==> src/rtl/kvaz_access_seq.sv <==
// Ramdisk access sequencer: turns kvaz bus strobes into one arbiter request per access,
// waits for the decoded address and the arbiter ack, and holds read data for the bus driver.
module kvaz_access_seq #(
  parameter int ADDR_TIMEOUT = 15,
  parameter int ACK_TIMEOUT  = 63
) (
  input  logic        clk,
  input  logic        reset,
  input  logic        blk_n,
  input  logic        negedge_zpzu_n,
  input  logic        negedge_chtzu_n,
  input  logic        clean_chtzu_n,
  input  logic        addr_valid,
  input  logic [15:0] addr,
  input  logic [2:0]  page,
  input  logic [7:0]  data_i,
  output logic        req_write,
  output logic        req_read,
  output logic [18:0] req_addr,
  output logic [7:0]  req_data,
  input  logic        ack,
  input  logic [7:0]  ack_data,
  output logic [7:0]  rd_data,
  output logic        rd_valid,
  output logic        busy,
  output logic        err_overrun,
  output logic        err_timeout
);

  localparam int MAX_TIMEOUT = (ADDR_TIMEOUT > ACK_TIMEOUT) ? ADDR_TIMEOUT : ACK_TIMEOUT;
  localparam int CNT_W       = $clog2(MAX_TIMEOUT + 1);
  // A wait state gives up on the cycle its counter holds TIMEOUT-1, i.e. after TIMEOUT wait cycles.
  localparam logic [CNT_W-1:0] ADDR_LAST = CNT_W'(ADDR_TIMEOUT - 1);
  localparam logic [CNT_W-1:0] ACK_LAST  = CNT_W'(ACK_TIMEOUT - 1);

  typedef enum logic [2:0] {IDLE, WAIT_ADDR, ISSUE, WAIT_ACK, HOLD} state_t;

  state_t           state;
  logic [CNT_W-1:0] cnt;
  logic             kind_wr;
  logic             wr_stb;
  logic             rd_stb;

  function automatic logic [CNT_W-1:0] sat_inc(input logic [CNT_W-1:0] v);
    return (v == {CNT_W{1'b1}}) ? v : v + CNT_W'(1);
  endfunction

  assign wr_stb = negedge_zpzu_n & ~blk_n;
  assign rd_stb = negedge_chtzu_n & ~blk_n;

  always_ff @(posedge clk) begin
    if (reset) begin
      state       <= IDLE;
      cnt         <= '0;
      kind_wr     <= 1'b0;
      req_write   <= 1'b0;
      req_read    <= 1'b0;
      req_addr    <= '0;
      req_data    <= '0;
      rd_data     <= '0;
      rd_valid    <= 1'b0;
      busy        <= 1'b0;
      err_overrun <= 1'b0;
      err_timeout <= 1'b0;
    end else begin
      req_write   <= 1'b0;
      req_read    <= 1'b0;
      err_overrun <= 1'b0;
      err_timeout <= 1'b0;
      if (state != IDLE && (wr_stb || rd_stb))
        err_overrun <= 1'b1;

      case (state)
        IDLE: begin
          if (wr_stb || rd_stb) begin
            busy    <= 1'b1;
            kind_wr <= wr_stb;
            if (wr_stb)
              req_data <= data_i;
            // Write wins a same-cycle collision; the read strobe is reported as lost.
            if (wr_stb && rd_stb)
              err_overrun <= 1'b1;
            if (addr_valid) begin
              req_addr  <= {page, addr};
              req_write <= wr_stb;
              req_read  <= ~wr_stb;
              state     <= ISSUE;
            end else begin
              cnt   <= '0;
              state <= WAIT_ADDR;
            end
          end
        end

        WAIT_ADDR: begin
          if (addr_valid) begin
            req_addr  <= {page, addr};
            req_write <= kind_wr;
            req_read  <= ~kind_wr;
            state     <= ISSUE;
          end else if (cnt >= ADDR_LAST) begin
            err_timeout <= 1'b1;
            busy        <= 1'b0;
            state       <= IDLE;
          end else begin
            cnt <= sat_inc(cnt);
          end
        end

        ISSUE: begin
          cnt   <= '0;
          state <= WAIT_ACK;
        end

        WAIT_ACK: begin
          if (ack) begin
            if (kind_wr) begin
              busy  <= 1'b0;
              state <= IDLE;
            end else begin
              rd_data  <= ack_data;
              rd_valid <= 1'b1;
              state    <= HOLD;
            end
          end else if (cnt >= ACK_LAST) begin
            err_timeout <= 1'b1;
            busy        <= 1'b0;
            state       <= IDLE;
          end else begin
            cnt <= sat_inc(cnt);
          end
        end

        HOLD: begin
          // Release on end of MEMRD, or immediately if the ramdisk is deselected.
          if (clean_chtzu_n || blk_n) begin
            rd_valid <= 1'b0;
            busy     <= 1'b0;
            state    <= IDLE;
          end
        end

        default: begin
          rd_valid <= 1'b0;
          busy     <= 1'b0;
          state    <= IDLE;
        end
      endcase
    end
  end

endmodule

==> config.mk <==
export PLATFORM = sky130hd
export DESIGN_NAME = kvaz_access_seq
export DESIGN_NICKNAME = d
export VERILOG_FILES = /design/src/rtl/kvaz_access_seq.sv
export SDC_FILE = /design/constraint.sdc
export NUM_CORES = 1
export LEC_CHECK = 0
export ABC_AREA = 1
export BUFFER_PORTS_ARGS = -buffer_cell sky130_fd_sc_hd__buf_4
export CAP_MARGIN = 25
export CORE_MARGIN = 2
export CORE_UTILIZATION = 44
export DETAILED_ROUTE_END_ITERATION = 7
export PLACE_DENSITY = 0.79
export SLEW_MARGIN = 20
export SYNTH_ARGS = -nofsm -noshare
export SYNTH_HDL_FRONTEND = slang
export SYNTH_SLANG_ARGS = --single-unit
==> constraint.sdc <==
create_clock -name clk -period 1.41 [get_ports clk]
set_input_delay 0.141 -clock clk [delete_from_list [all_inputs] [get_ports clk]]
set_output_delay 0.141 -clock clk [all_outputs]
set_load 0.02 [all_outputs]
## After elaboration in Yosys (flattened, before gate mapping)

Cells that the tools add are included.

- Magnitude comparators: 2
- Add/sub/neg operators: 1
- Multiplexer cells: 48
- Bitwise gates (word level): 7
- Reduce and logical (&&, ||, !) cells: 17
- Equal/unequal tests: 18

Operators with widths:

| operator | number |
|---|---|
| 6-bit 2-to-1 mux | 7 |
| 19-bit 2-to-1 mux | 2 |
| 19-bit case mux with 2 select lines | 1 |
| 6-bit case mux with 4 select lines | 1 |
| 1-bit 2-to-1 mux | 23 |
| 3-bit 2-to-1 mux | 7 |
| 2-bit != test, second input constant | 10 |
| 3-bit case mux with 5 select lines | 1 |
| 7-bit AND reduction | 2 |
| 3-bit != test, second input constant | 3 |
| 4-bit AND reduction | 2 |
| 6-bit by 1-bit adder with 6-bit output, second input constant | 1 |
| 3-bit by 2-bit == test with 1-bit output, second input constant | 2 |
| 6-bit == test, second input constant | 1 |
| 6-bit by 4-bit >= comparator with 1-bit output, second input constant | 1 |
| 6-bit >= comparator, second input constant | 1 |
| 1-bit case mux with 2 select lines | 3 |
| 3-bit AND reduction | 2 |
| 1-bit inverter | 5 |
| 1-bit case mux with 5 select lines | 1 |
| 2-bit AND reduction | 2 |
| 4-bit nonzero test | 1 |
| 3-bit by 1-bit == test with 1-bit output, second input constant | 1 |
| 3-bit == test, second input constant | 1 |
| 9 further kinds | 12 |

- Input port bits: 43
- Word-level logic and storage cells: 105
- Register bits after elaboration: 51
- Output and inout bits: 41

## Longest topological paths before layout

- Depth after elaboration: 8
- Mapped depth: 12
- Mapped depth without buffers: 12

## Worst setup path before layout

No wires, ideal clock.

- Path type: reg-to-reg
- Start: register cnt[0]
- End: register cnt[1]
- Clock period less this slack: 1.342 ns
- Data required time: 1.297 ns
- Arrival time: 1.229 ns
- Stages on the path, launching flop included: 11
- Library setup time: 0.113 ns
- Setup slack: 0.068 ns
- Buffers on the path: 0
- Path through: dfxtp_1 > inv_1 > ha_1 > inv_1 > nand2_1 > nand2_1 > nand2_1 > a21oi_2 > nand3_4 > nor2_1 > nor2_1

- Cells in the longest elaborated chain, start to end: 5
- Elaborated cells between the ends (all ways): 13
- Classes of those cells: add/sub: 1; order compare: 2; eq/ne: 3; mux: 6; reduce/logical: 1

Ends and longest elaborated chain:

| element | line | source |
|---|---|---|
| start: declaration | 39 | `logic [CNT_W-1:0] cnt;` |
| start signal: assignment | 106 | `cnt <= sat_inc(cnt);` |
| start signal: assignment | 130 | `cnt <= sat_inc(cnt);` |
| 6-bit by 1-bit adder with 6-bit output or 6-bit == test (tied branches) | 45 | `return (v == {CNT_W{1'b1}}) ? v : v + CNT_W'(1);` |
| 6-bit 2-to-1 mux | 45 |  |
| 6-bit 2-to-1 mux, on equally long branches | 125, 101 |  |
| 6-bit 2-to-1 mux, on equally long branches | 116, 96 |  |
| 6-bit case mux with 4 select lines | 73 | `case (state)` |

Parallel ways exist; a longest one is shown, timed or not. The select of a mux whose other input is x is not followed.
A chain may end at the register's enable or synchronous reset.

## Worst setup path in the final report

- Start: register state[0]
- End: register busy

- Cells in the longest elaborated chain, start to end: 3
- Elaborated cells between the ends (all ways): 14
- Classes of those cells: eq/ne: 10; mux: 1; bitwise: 1; reduce/logical: 2

Ends and longest elaborated chain:

| element | line | source |
|---|---|---|
| start: declaration | 38 | `state_t state;` |
| start signal: assignment | 53 | `state <= IDLE;` |
| start signal: assignment | 87 | `state <= ISSUE;` |
| start signal: assignment | 90 | `state <= WAIT_ADDR;` |
| 3-bit by 2-bit == test with 1-bit output, or another cell as far along | 73 |  |
| 3-bit != test (no line), or another cell as far along | - |  |
| 7-bit AND reduction (no line) | - |  |
| end signal: assignment | 62 | `busy <= 1'b0;` |
| end signal: assignment | 76 | `busy <= 1'b1;` |
| end signal: assignment | 103 | `busy <= 1'b0;` |
| end: declaration | 25 | `output logic busy,` |

Parallel ways exist; a longest one is shown, timed or not.

==> run metrics <==
net load switching power about 1.2 mW; final critical-path required period 1.44 ns; headroom to the max-slew limit 74.9%; clock transition time at the flip-flop clock pins of the worst setup and hold paths about 0.09 ns; GR Overflow Total 0; number of antenna repair diodes 0; total via count in the routed design 2,287; Finished Cell Area between 3000 and 4000 µm²; initial antenna violation count 0; count of synthesis-stage warnings from yosys 0; Highest Clock Rate about 700 MHz; startpoint-to-endpoint class of the critical path reg2reg; setup slack of the worst register-to-register path -0.03 ns; type of the tightest min-delay check in2reg; average via count per standard cell 4.74; FF/Latch Area 1030 µm²; fraction of final layout cells with drive strength greater than 1 between 30% and 40%; worst-case clock buffer depth 2; data arrival time of the critical path about 1.6 ns; skew final roughly 0.0060 ns; area after detailed placement between 3000 and 4000 µm²; fill count about 450; worst hold slack approximately 0.051 ns; total wire length just under 6 mm; slack of the critical path -0.0276 ns; Synth Area per Inst 7.20 µm²; gp weighted congestion around 0.9; logic depth of the worst register-to-register path 9; Worst Hold Depth 3; cell area power density between 1000 and 1500 nW/µm²; CP Launch Type flip-flop; Die Area about 5700 µm²; number of buffers created by CTS 5; Detail Placement HPWL 4.10 mm; violations in the final reports setup timing; Pre-antenna DRT Iters 4; run status finished, violations left; measured slew at the worst slew-check pin ~0.37 ns; DR WL/cell roughly 12 µm; starting utilization of the core area roughly 45%; net count after synthesis between 300 and 400; Vert. Die Dim approximately 76 µm; Worst EP required 1.61 ns; total setup violations reported at the end of the flow 1; synthesized instance count 313; cell breakdown of the critical path inv_1, nor2_4, nand2_4, nor2_4, nand2_4, nand2_1, nor2_1, a21oi_1, nor2_1; post-synthesis sequential element count 51; CTS tree done; core area about 5000 µm²; switching part of the total between 30% and 40%; Max Slew Vio Count 0; Skew-Pair Late Insertion Delay ~0.3 ns; cell with the biggest individual delay on the critical path sky130_fd_sc_hd__dfxtp_4; number of DRC markers after the initial detailed-route iteration 100; HP Start data_i[5]; Max Fanout on Critical Path 4; final-stage net count around 460; combined global-route utilization of all metal layers 19.2%; Internal Power between 2 and 2.5 mW; P&R area growth vs syn 45.0%; Post-Syn Area approximately 2300 µm²; portion of total power attributed to the clock network a little under a quarter; reg-to-reg critical path endpoint busy; RSZ-0062 raised after global routing true; Yosys cell types 30; Multi-input gate area 1160 µm²; max-cap violation count 0; cell row count 26; Sequential Power Share between 40% and 50%; longest individual stage delay on the worst path between 0.3 and 0.4 ns; ports placed on the boundary 84; final hold violation count 0; leakage between 1.5 and 2 nW; nature of the critical path endpoint flip-flop; critical register-to-register path startpoint state[0]; CTS root buf sky130_fd_sc_hd__clkbuf_8; width of the die about 76 µm; fraction of the yosys area taken by sequential cells a little under half; global-route wire length before repair 8.54 mm; remaining routing DRC violations 0; H-tree levels 2; share of the clock period used by the worst path after layout 102%; count of buffers inserted at the top-level ports 83; combinational share of power between 30 and 40%; Max VDD drop 0.457 mV; sinks on the clock net 51; via count of the first global-routing pass 2,012; end point of the most critical hold path req_data[5]; share of the core filled with cells between 60% and 70%; number of antenna-violating nets in the routed design 0; pin count of the biggest net entering global routing 32
-- synthesized netlist by cell type --
cell type	count	area, µm²
sky130_fd_sc_hd__nand3_4	1	17.5
sky130_fd_sc_hd__buf_6	3	33.8
sky130_fd_sc_hd__a41oi_1	1	8.76
sky130_fd_sc_hd__nor2_2	4	25.0
sky130_fd_sc_hd__a21oi_2	1	8.76
sky130_fd_sc_hd__dfxtp_1	51	1020
sky130_fd_sc_hd__buf_4	1	7.51
sky130_fd_sc_hd__nand4_1	2	12.5
sky130_fd_sc_hd__nor2_1	98	368
sky130_fd_sc_hd__nand2_2	8	50.1
sky130_fd_sc_hd__clkinv_1	1	3.75
sky130_fd_sc_hd__ha_1	2	25.0
sky130_fd_sc_hd__inv_2	7	26.3
sky130_fd_sc_hd__or2_2	1	6.26
sky130_fd_sc_hd__clkbuf_1	4	15.0
sky130_fd_sc_hd__o211ai_1	1	7.51
sky130_fd_sc_hd__a21oi_1	8	40.0
sky130_fd_sc_hd__nand3_1	8	40.0
sky130_fd_sc_hd__o21ai_0	24	120
sky130_fd_sc_hd__inv_4	1	6.26
sky130_fd_sc_hd__nand2_4	2	22.5
sky130_fd_sc_hd__nor2_4	3	33.8
sky130_fd_sc_hd__buf_2	2	10.0
sky130_fd_sc_hd__clkinv_8	1	16.3
sky130_fd_sc_hd__a211oi_1	1	7.51
sky130_fd_sc_hd__o22ai_1	1	6.26
sky130_fd_sc_hd__nand2_1	37	139
sky130_fd_sc_hd__a22oi_1	1	7.51
sky130_fd_sc_hd__inv_1	19	71.3
sky130_fd_sc_hd__o21ai_1	19	95.1
-- through the flow --
| stage | setup slack, ns | total power, mW | setup TNS [ns] | cells |
|---|---|---|---|---|
| 3_5_place_dp | -0.0731 | 2.64 | -0.331 | 470 |
| 4_1_cts | 0.00241 | 3.47 | 0 | 478 |
| 3_3_place_gp | 0.00195 | 2.62 | 0 | 470 |
| 5_1_grt | -0.137 | 3.77 | -0.934 | 482 |
| 2_1_floorplan | 0.0675 | 2.27 | 0 | 313 |
| 6_report | -0.0276 | 3.54 | -0.0276 | 482 |
-- sequential cells by signal (all words and copies together) (netlist names), 3 cells and up --
register / flops
state: 3
rd_data: 8
cnt: 6
req_data: 8
req_addr: 19
-- final cells by class --
class | instances | area share, %
repair buffers | 102 | 23.8
inverters | 29 | 3.79
flip-flops and latches | 51 | 31.7
clock inverters | 2 | 0.421
multi-input cells | 223 | 35.5
well taps | 70 | 2.68
clock buffers | 5 | 2.11
-- how the worst max path moves through the flow --
| stage | startpoint | end | cells after the start |
|---|---|---|---|
| after floorplan | cnt[0] | cnt[1] | 10 |
| after global placement | cnt[0] | cnt[3] | 10 |
| after detailed placement | cnt[0] | cnt[0] | 11 |
| after CTS | cnt[0] | cnt[5] | 11 |
| after global routing | cnt[0] | cnt[5] | 11 |
| final | state[0] | busy | 9 |
-- layer usage --
metal | part of all wire, % | GRT usage (%) | routed length [µm]
met3 | 6.4 | 3.31 | 372
met1 | 42 | 24.7 | 2450
met4 | 2.9 | 8.77 | 170
met5 | 0 | 0 | 0
met2 | 49 | 31.4 | 2870
-- kinds of logic (layout without fill, tap and decap cells) --
family / Yosys count / in the layout / synth area share, %
compound gates: 57 / 57 / 13.4
fa+ha+maj: 2 / 2 / 1.11
buf+inv: 39 / 138 / 8.44
flops: 51 / 51 / 45.3
simple gates: 164 / 164 / 31.7
-- power by group through the flow --
stage                     Combinational, mW  Sequential [mW]  Clock (mW)
after floorplan                       0.469             1.81           0
after detailed placement              0.956             1.69           0
final                                  1.07             1.66       0.813
after global routing                   1.18             1.68       0.911
after CTS                             0.973             1.66       0.835
after global placement                0.941             1.68           0
-- timing repair --
action                     in CTS  in global routing
buffers inserted                1                  4
pin swaps                       5                 12
hold buffers                    0                  0
gates resized for setup         9                 32
setup endpoints to repair      16                 46
-- cells in the final DEF, fill, tap and decap left out, types with 3 or more instances in the layout --
| master | synthesis | final |
|---|---|---|
| sky130_fd_sc_hd__nor2_2 | 4 | 5 |
| sky130_fd_sc_hd__nand2_4 | 2 | 6 |
| sky130_fd_sc_hd__nand2_2 | 8 | 10 |
| sky130_fd_sc_hd__nor2_1 | 98 | 92 |
| sky130_fd_sc_hd__nand2_1 | 37 | 30 |
| sky130_fd_sc_hd__o21ai_0 | 24 | 24 |
| sky130_fd_sc_hd__nand3_1 | 8 | 8 |
| sky130_fd_sc_hd__dfxtp_4 | 0 | 3 |
| sky130_fd_sc_hd__o21ai_1 | 19 | 18 |
| sky130_fd_sc_hd__buf_4 | 1 | 101 |
| sky130_fd_sc_hd__a21oi_1 | 8 | 8 |
| sky130_fd_sc_hd__nor2_4 | 3 | 8 |
| sky130_fd_sc_hd__clkbuf_8 | 0 | 5 |
| sky130_fd_sc_hd__inv_1 | 19 | 16 |
| sky130_fd_sc_hd__dfxtp_1 | 51 | 46 |
| sky130_fd_sc_hd__inv_2 | 7 | 11 |
-- worst max-delay path, delay by kind of cell, from the launching register on --
kind	cells	cell delay, ns
simple gates	7	0.69
flops	1	0.39
compound gates	1	0.19
buf+inv	1	0.08
Note: power is estimated with default switching activity, not from simulation.
